==> src/rtl/parser_pkg.sv <==
// Shared parser types: the type-lookup rule layout and the host config
// command encoding used by the rule-table configuration sequencer.
package parser_pkg;

  localparam int PARSER_RULE_NUM = 8;
  localparam int CFG_WORD_W      = 32;

  typedef struct packed {
    logic        typeRule_valid;
    logic [15:0] type_data;
    logic [15:0] type_mask;
    logic [7:0]  key_offset;
    logic [7:0]  next_hdr;
  } type_rule_t;

  localparam int RULE_WORDS = ($bits(type_rule_t) + CFG_WORD_W - 1) / CFG_WORD_W;

  typedef enum logic [1:0] {
    OP_WRITE     = 2'b00,
    OP_CLEAR_ONE = 2'b01,
    OP_CLEAR_ALL = 2'b10,
    OP_RSVD      = 2'b11
  } cfg_op_e;

  localparam int HDR_OP_MSB    = 31;
  localparam int HDR_OP_LSB    = 30;
  localparam int HDR_STAGE_MSB = 29;
  localparam int HDR_STAGE_LSB = 24;
  localparam int HDR_RULE_MSB  = 23;
  localparam int HDR_RULE_LSB  = 16;

  localparam int HDR_STAGE_W = HDR_STAGE_MSB - HDR_STAGE_LSB + 1;
  localparam int HDR_RULE_W  = HDR_RULE_MSB - HDR_RULE_LSB + 1;

endpackage

==> src/rtl/cfg_word_packer.sv <==
// Word-serial assembler: shifts payload words in LSB-word-first and flags the
// beat that completes a full record. o_data already includes the current word.
module cfg_word_packer #(
  parameter int WORD_W = 32,
  parameter int WORDS  = 2,
  parameter int OUT_W  = WORD_W * WORDS
) (
  input  logic              i_clk,
  input  logic              i_rst_n,
  input  logic              i_start,
  input  logic              i_shift,
  input  logic [WORD_W-1:0] i_word,
  output logic [OUT_W-1:0]  o_data,
  output logic              o_done
);

  localparam int TOT_W = WORD_W * WORDS;
  localparam int CNT_W = (WORDS > 1) ? $clog2(WORDS) : 1;

  logic [CNT_W-1:0] cnt_q;
  logic             last;
  logic [TOT_W-1:0] asm_nxt;

  assign last   = (cnt_q == CNT_W'(WORDS - 1));
  assign o_done = i_shift & last;

  generate
    if (WORDS > 1) begin : g_multi
      // Only the words received so far need storage; the final word is
      // taken straight from the bus on the completing beat.
      logic [TOT_W-WORD_W-1:0] hist_q;

      assign asm_nxt = {i_word, hist_q};

      // NOTE: hist_q is pure datapath and is only read on a beat qualified by
      // the reset counter, so it is deliberately left without a reset.
      always_ff @(posedge i_clk) begin
        if (i_shift) hist_q <= asm_nxt[TOT_W-1:WORD_W];
      end
    end else begin : g_single
      assign asm_nxt = i_word;
    end
  endgenerate

  assign o_data = asm_nxt[OUT_W-1:0];

  // NOTE: sequential state is always updated with non-blocking assignments so
  // every register samples the pre-edge value of its neighbours.
  always_ff @(posedge i_clk or negedge i_rst_n) begin
    if (!i_rst_n) begin
      cnt_q <= '0;
    end else if (i_start) begin
      cnt_q <= '0;
    end else if (i_shift) begin
      cnt_q <= last ? '0 : cnt_q + CNT_W'(1);
    end
  end

endmodule

==> src/rtl/type_rule_cfg_ctrl.sv <==
// Host-config sequencer for the per-stage type-lookup tables: decodes headers,
// assembles rules from payload words and commits them with a one-hot wren.
module type_rule_cfg_ctrl
  import parser_pkg::*;
#(
  parameter int STAGE_NUM  = 4,
  parameter int RULE_NUM   = PARSER_RULE_NUM,
  parameter int RULE_WORDS = parser_pkg::RULE_WORDS
) (
  input  logic                               i_clk,
  input  logic                               i_rst_n,
  input  logic                               i_cfg_valid,
  output logic                               o_cfg_ready,
  input  logic [CFG_WORD_W-1:0]              i_cfg_data,
  output logic [STAGE_NUM-1:0][RULE_NUM-1:0] o_rule_wren,
  output type_rule_t                         o_type_rule,
  output logic                               o_busy,
  output logic                               o_cfg_err,
  output logic [15:0]                        o_wr_cnt
);

  localparam int RULE_W = $bits(type_rule_t);

  typedef enum logic [1:0] {
    ST_IDLE,
    ST_LOAD,
    ST_COMMIT,
    ST_DRAIN
  } state_e;

  state_e state_q, state_d;

  logic                               accept;
  cfg_op_e                            hdr_op;
  logic [HDR_STAGE_W-1:0]             hdr_stage;
  logic [HDR_RULE_W-1:0]              hdr_rule;
  logic                               hdr_ok;
  logic [HDR_STAGE_W-1:0]             stage_q;
  logic [HDR_RULE_W-1:0]              rid_q;
  logic                               ok_q;
  logic [HDR_STAGE_W-1:0]             sel_stage;
  logic [HDR_RULE_W-1:0]              sel_rule;
  logic [STAGE_NUM-1:0][RULE_NUM-1:0] onehot;
  logic [RULE_W-1:0]                  pk_data;
  logic                               pk_done;

  logic [STAGE_NUM-1:0][RULE_NUM-1:0] wren_d;
  type_rule_t                         rule_d;
  logic                               err_d;
  logic                               ready_d;
  logic                               busy_d;
  logic [15:0]                        cnt_d;

  assign accept    = i_cfg_valid & o_cfg_ready;
  assign hdr_op    = cfg_op_e'(i_cfg_data[HDR_OP_MSB:HDR_OP_LSB]);
  assign hdr_stage = i_cfg_data[HDR_STAGE_MSB:HDR_STAGE_LSB];
  assign hdr_rule  = i_cfg_data[HDR_RULE_MSB:HDR_RULE_LSB];
  assign hdr_ok    = (int'(hdr_stage) < STAGE_NUM) && (int'(hdr_rule) < RULE_NUM);

  // Clears decode their target from the live header; writes from the latched one.
  assign sel_stage = (state_q == ST_IDLE) ? hdr_stage : stage_q;
  assign sel_rule  = (state_q == ST_IDLE) ? hdr_rule  : rid_q;

  always_comb begin
    onehot = '0;
    for (int s = 0; s < STAGE_NUM; s++) begin
      for (int r = 0; r < RULE_NUM; r++) begin
        onehot[s][r] = (int'(sel_stage) == s) && (int'(sel_rule) == r);
      end
    end
  end

  cfg_word_packer #(
    .WORD_W (CFG_WORD_W),
    .WORDS  (RULE_WORDS),
    .OUT_W  (RULE_W)
  ) u_packer (
    .i_clk   (i_clk),
    .i_rst_n (i_rst_n),
    .i_start (accept && (state_q == ST_IDLE)),
    .i_shift (accept && (state_q == ST_LOAD)),
    .i_word  (i_cfg_data),
    .o_data  (pk_data),
    .o_done  (pk_done)
  );

  // NOTE: every signal driven here gets a default first, so no path leaves a
  // value unassigned and no latch is inferred.
  always_comb begin
    state_d = state_q;
    wren_d  = '0;
    rule_d  = o_type_rule;
    err_d   = 1'b0;
    cnt_d   = o_wr_cnt;

    unique case (state_q)
      ST_IDLE: begin
        if (accept) begin
          case (hdr_op)
            OP_WRITE: state_d = ST_LOAD;
            OP_CLEAR_ONE: begin
              state_d = ST_COMMIT;
              if (hdr_ok) begin
                wren_d = onehot;
                rule_d = '0;
                cnt_d  = o_wr_cnt + 16'd1;
              end else begin
                err_d = 1'b1;
              end
            end
            OP_CLEAR_ALL: begin
              state_d = ST_COMMIT;
              wren_d  = '1;
              rule_d  = '0;
              cnt_d   = o_wr_cnt + 16'd1;
            end
            default: err_d = 1'b1;
          endcase
        end
      end
      ST_LOAD: begin
        if (pk_done) begin
          if (ok_q) begin
            state_d = ST_COMMIT;
            wren_d  = onehot;
            rule_d  = type_rule_t'(pk_data);
            cnt_d   = o_wr_cnt + 16'd1;
          end else begin
            state_d = ST_DRAIN;
            err_d   = 1'b1;
          end
        end
      end
      ST_COMMIT, ST_DRAIN: state_d = ST_IDLE;
      default:             state_d = ST_IDLE;
    endcase

    ready_d = (state_d == ST_IDLE) || (state_d == ST_LOAD);
    busy_d  = (state_d != ST_IDLE);
  end

  always_ff @(posedge i_clk or negedge i_rst_n) begin
    if (!i_rst_n) begin
      state_q     <= ST_IDLE;
      o_cfg_ready <= 1'b1;
      o_rule_wren <= '0;
      o_type_rule <= '0;
      o_busy      <= 1'b0;
      o_cfg_err   <= 1'b0;
      o_wr_cnt    <= '0;
      stage_q     <= '0;
      rid_q       <= '0;
      ok_q        <= 1'b0;
    end else begin
      state_q     <= state_d;
      o_cfg_ready <= ready_d;
      o_rule_wren <= wren_d;
      o_type_rule <= rule_d;
      o_busy      <= busy_d;
      o_cfg_err   <= err_d;
      o_wr_cnt    <= cnt_d;
      if (accept && (state_q == ST_IDLE)) begin
        stage_q <= hdr_stage;
        rid_q   <= hdr_rule;
        ok_q    <= hdr_ok;
      end
    end
  end

endmodule

==> config.mk <==
export PLATFORM = sky130hd
export DESIGN_NAME = type_rule_cfg_ctrl
export DESIGN_NICKNAME = d
export VERILOG_FILES = /design/src/rtl/parser_pkg.sv /design/src/rtl/cfg_word_packer.sv /design/src/rtl/type_rule_cfg_ctrl.sv
export SDC_FILE = /design/constraint.sdc
export NUM_CORES = 1
export LEC_CHECK = 0
export ABC_AREA = 1
export CAP_MARGIN = 30
export CORE_MARGIN = 2
export CORE_UTILIZATION = 51
export DETAILED_ROUTE_END_ITERATION = 6
export PLACE_DENSITY = 0.88
export SLEW_MARGIN = 40
export SYNTH_ARGS = -nofsm -noshare
export SYNTH_HDL_FRONTEND = slang
export SYNTH_HIERARCHICAL = 1
export SYNTH_SLANG_ARGS = --single-unit
==> constraint.sdc <==
create_clock -name i_clk -period 3.6 [get_ports i_clk]
set_input_delay 0.9 -clock i_clk [delete_from_list [all_inputs] [get_ports i_clk]]
set_output_delay 0.9 -clock i_clk [all_outputs]
set_load 0.01 [all_outputs]
==> impl_summary.log <==
INFO  metric worst_ep_required_time = 3900 ps
INFO  metric fp.dieArea = 13800 sq um
INFO  metric ys.warnings.count = 6
INFO  metric cts_buffers = 17
INFO  metric timing.reg2reg.setup_slack = 1430 ps
INFO  metric final-setup-viol-count = 0
INFO  metric drv_slew = 0
INFO  metric crit_slowest_cell = sky130_fd_sc_hd__clkdlybuf4s50_1
INFO  metric dr.first_iter.drc_count = 456
INFO  metric switchingPower = 1.45 mW
INFO  metric synth.yosys.seq_area_share = 0.596
INFO  metric via_count = 5278
INFO  metric share_of_total_power_in_sequential_cells = 0.429
INFO  metric grt_pass1_wl = 26300 um
INFO  metric holdCritPathClass = primary input to async pin
INFO  metric clkSlewWorstSetupHoldPaths = 60 ps
INFO  metric power.static_leakage = 4.10 nW
INFO  metric tritoncts_num_sinks = 150
INFO  metric share_comb_of_total_power = 0.204
INFO  metric drcViolationCount = 0
INFO  metric detailedPlace.worstSlack = 547 ps
INFO  metric outcome = finished, final reports clean
INFO  metric nNetsFinal = 844
INFO  metric synth_top_cell_area_share = 0.446
INFO  metric path_common_cell = sky130_fd_sc_hd__nand2_1
INFO  metric die-height = 117 um
INFO  metric post_synth_instance_area = 6570 sq um
INFO  metric hpwlAfterDp = 10600 um
INFO  metric finalSetupTns = 0 ps
INFO  metric design_area = 8540 sq um
INFO  metric pin_count_of_the_biggest_net_entering_global_routing = 54
INFO  metric clk_latency_worst_skew_pair = 420 ps
INFO  metric int_power = 3.37 mW
INFO  metric path_buf_inv = 2
INFO  metric synth.largest_area_cell = sky130_fd_sc_hd__dfrtp_1
INFO  metric row_count = 41
INFO  metric ys_ff_latch = 150
INFO  metric worst-setup-path-type = primary input to register
INFO  metric relSlewSlack = 0.627
INFO  metric antenna_violations_before_repair = 0
INFO  metric pwr_density_cell = 564 nW/um^2
INFO  metric avgRoutedWirePerCell = 16.2 um
INFO  metric grt_pass1_vias = 5099
INFO  metric ioPinCount = 135
INFO  metric r2r_cells = 11
INFO  metric finalCritPeriodShare = 0.747
INFO  metric drive_above_1_share = 0.0907
INFO  metric start_util = 0.521
INFO  metric die_x = 117 um
INFO  metric floorplan_core_area = 12600 sq um
INFO  metric timing.max_cap.violations = 0
INFO  metric cp-end-kind = register
INFO  metric gp_congestion = 0.867
INFO  metric clock_period_minus_worst_slack = 2690 ps
INFO  metric post_cts_hold_buffers = 0
INFO  metric cts.htree.levels = 4
INFO  metric max-vdd-ir-drop = 0.305 mV
INFO  metric most_area_consuming_cells_after_synthesis = sky130_fd_sc_hd__dfrtp_1 (45%), sky130_fd_sc_hd__edfxtp_1 (15%), sky130_fd_sc_hd__nand2_1 (11%), sky130_fd_sc_hd__nand3_1 (8.3%), sky130_fd_sc_hd__nand4_1 (5.0%)
INFO  metric cp_top_family = simple AND/OR/NAND/NOR gates
INFO  metric route.detailed.vias_per_inst = 5.34
INFO  metric worst-slew-pin-transition = 559 ps
INFO  metric gr-total-overflow = 0
INFO  metric rr_endpoint = o_wr_cnt[15]$_DFFE_PN0P_
INFO  metric crit_path_cell_trace = clkdlybuf4s50_1 -> inv_1 -> ha_1 -> nor2_1 -> nor2_1 -> nand2_2 -> nand2_1 -> nand2_1 -> nand2_1
INFO  metric synth_cell_type_count = 28
INFO  metric critical_path.max_fanout = 20
INFO  metric cts.root.buffer_cell = sky130_fd_sc_hd__clkbuf_16
INFO  metric critPathMaxStageDelay = 560 ps
INFO  metric post_synthesis_net_count = 736
INFO  metric max_freq = 0.372 GHz
INFO  metric hold_violations = 0
INFO  metric clock_power_share = 0.367
INFO  metric totalPowerFinal = 4.82 mW
INFO  metric timing.critical_path.from_type = primary input
INFO  metric drtAntennaViolNets = 0
INFO  metric critical_path_arrival = 2990 ps
INFO  metric fin_hold_ws = 395 ps
INFO  metric cts_post_setup_buffers_inserted = 0
INFO  metric cts.path.max_buffers = 2
INFO  metric cts_resized = 0
INFO  metric tritoncts = built
INFO  metric dpl-instance-area = 7940 sq um
INFO  metric buffer_ports.inserted = 134
INFO  metric flow.area_growth_from_synthesis = 30.1%
INFO  metric routed_wirelength = 16100 um
INFO  metric n_antenna_cell = 0
INFO  metric grt_setup_unrepaired = false
INFO  metric clock_skew = 4.75 ps
INFO  metric detailedRoute.firstPassIterationCount = 5
INFO  metric postSynthCellCount = 695
INFO  metric groute.usage.overall = 0.242
INFO  metric r2r_start = state_q[1]$_DFF_PN0_
INFO  metric syn_avg_cell_area = 9.45 sq um
INFO  metric switching_share = 0.301
INFO  metric final.setup.worst_slack = 910 ps
-- worst register-to-register path, cell delays in order (launching register included) --
cell,delay [ps]
sky130_fd_sc_hd__dfrtp_1,430
sky130_fd_sc_hd__inv_2,50
sky130_fd_sc_hd__nand2_1,140
sky130_fd_sc_hd__nor2_4,50
sky130_fd_sc_hd__nand2_1,80
sky130_fd_sc_hd__inv_1,50
sky130_fd_sc_hd__nand2_1,80
sky130_fd_sc_hd__nor2_1,60
sky130_fd_sc_hd__inv_2,380
sky130_fd_sc_hd__nand2_1,480
sky130_fd_sc_hd__nand2_1,180
sky130_fd_sc_hd__nand2_1,60
-- flip-flops by register name (all words and copies together), names as in the netlist, 2 cells and up --
name	cells
u_packer/g_multi.hist_q	32
stage_q	6
rid_q	8
state_q	2
o_wr_cnt	16
o_type_rule	49
o_rule_wren	32
-- stage by stage --
stage,cells,utilization
4_1_cts,988,0.677
3_3_place_gp,956,0.629
3_5_place_dp,956,0.629
2_1_floorplan,695,-
6_report,988,0.677
5_1_grt,988,0.677
-- placed cells by master, fill, tap and decap left out, types with 2 or more instances in the layout --
cell	count
sky130_fd_sc_hd__clkbuf_16	19
sky130_fd_sc_hd__nor2_2	7
sky130_fd_sc_hd__nor3_1	3
sky130_fd_sc_hd__inv_2	5
sky130_fd_sc_hd__nor2_4	8
sky130_fd_sc_hd__clkbuf_8	4
sky130_fd_sc_hd__clkbuf_1	3
sky130_fd_sc_hd__dfrtp_1	116
sky130_fd_sc_hd__o21ai_2	2
sky130_fd_sc_hd__inv_1	33
sky130_fd_sc_hd__clkdlybuf4s50_1	133
sky130_fd_sc_hd__xor2_1	9
sky130_fd_sc_hd__nand4_1	52
sky130_fd_sc_hd__nor2_1	28
sky130_fd_sc_hd__nand2_1	198
sky130_fd_sc_hd__buf_4	12
sky130_fd_sc_hd__or2_1	2
sky130_fd_sc_hd__clkinv_2	3
sky130_fd_sc_hd__nand2_2	6
sky130_fd_sc_hd__ha_1	6
sky130_fd_sc_hd__o21ai_0	11
sky130_fd_sc_hd__nand3_1	109
sky130_fd_sc_hd__buf_12	2
sky130_fd_sc_hd__o21ai_1	3
sky130_fd_sc_hd__edfxtp_1	32
-- worst max-delay path by stage --
stage | depth (start not counted) | slack, ps | startpoint | endpoint
floorplan | 10 | 500 | i_cfg_valid | o_type_rule[37]$_DFFE_PN0P_
global placement | 9 | 660 | i_cfg_data[31] | o_wr_cnt[14]$_DFFE_PN0P_
detailed placement | 9 | 550 | i_cfg_data[30] | o_wr_cnt[9]$_DFFE_PN0P_
CTS | 9 | 920 | i_cfg_data[30] | o_wr_cnt[6]$_DFFE_PN0P_
global route | 9 | 680 | i_cfg_data[30] | o_wr_cnt[1]$_DFFE_PN0P_
finish | 9 | 910 | i_cfg_data[30] | o_wr_cnt[15]$_DFFE_PN0P_
-- cell usage after synthesis --
cell type	n
sky130_fd_sc_hd__nand2_1	199
sky130_fd_sc_hd__dfrtp_1	117
sky130_fd_sc_hd__nand3_1	109
sky130_fd_sc_hd__nand4_1	52
sky130_fd_sc_hd__inv_1	33
sky130_fd_sc_hd__edfxtp_1	32
sky130_fd_sc_hd__nor2_1	29
sky130_fd_sc_hd__clkbuf_1	22
sky130_fd_sc_hd__buf_4	19
sky130_fd_sc_hd__buf_2	16
sky130_fd_sc_hd__o21ai_0	11
sky130_fd_sc_hd__xor2_1	9
sky130_fd_sc_hd__nor2_2	7
sky130_fd_sc_hd__nor2_4	7
sky130_fd_sc_hd__ha_1	6
sky130_fd_sc_hd__inv_2	5
sky130_fd_sc_hd__nand2_2	5
sky130_fd_sc_hd__nor3_1	3
sky130_fd_sc_hd__o21ai_1	3
sky130_fd_sc_hd__o21ai_2	2
sky130_fd_sc_hd__or2_1	2
sky130_fd_sc_hd__and2_1	1
sky130_fd_sc_hd__buf_6	1
sky130_fd_sc_hd__dfstp_2	1
sky130_fd_sc_hd__nand3b_1	1
sky130_fd_sc_hd__o21ai_4	1
sky130_fd_sc_hd__o22ai_1	1
sky130_fd_sc_hd__xnor2_1	1
-- cell type report --
cell class	count	area, sq um
clock inverter	6	61.3
fill	953	4080
multi-input combinational	449	2200
inverter	38	143
clock buffer	26	542
tap	172	215
timing repair buffer	147	1460
sequential	150	3920
-- kinds of logic after synthesis --
| kind of cell | Yosys count | share of synthesized area |
|---|---|---|
| xor gates and xnor gates | 10 | 0.0133 |
| buffers and inverters | 96 | 0.0699 |
| AOI/OAI and AO/OA | 18 | 0.0168 |
| DFF | 150 | 0.596 |
| adders and majority gates | 6 | 0.0114 |
| and+or+nand+nor | 415 | 0.293 |
-- per-layer routing --
layer	GRT usage	part of all wire
met1	0.308	0.41
met2	0.393	0.50
met3	0.0615	0.055
met4	0.111	0.033
met5	0	0
-- power groups by stage --
stage	clock [mW]	sequential [mW]	combinational [mW]
after floorplan	0	2.09	0.643
after global placement	0	2.08	0.944
after detailed placement	0	2.09	0.971
after CTS	1.79	2.07	0.983
after global routing	1.87	2.09	1.08
final	1.77	2.07	0.985
Note: power is estimated with default switching activity, not from simulation.
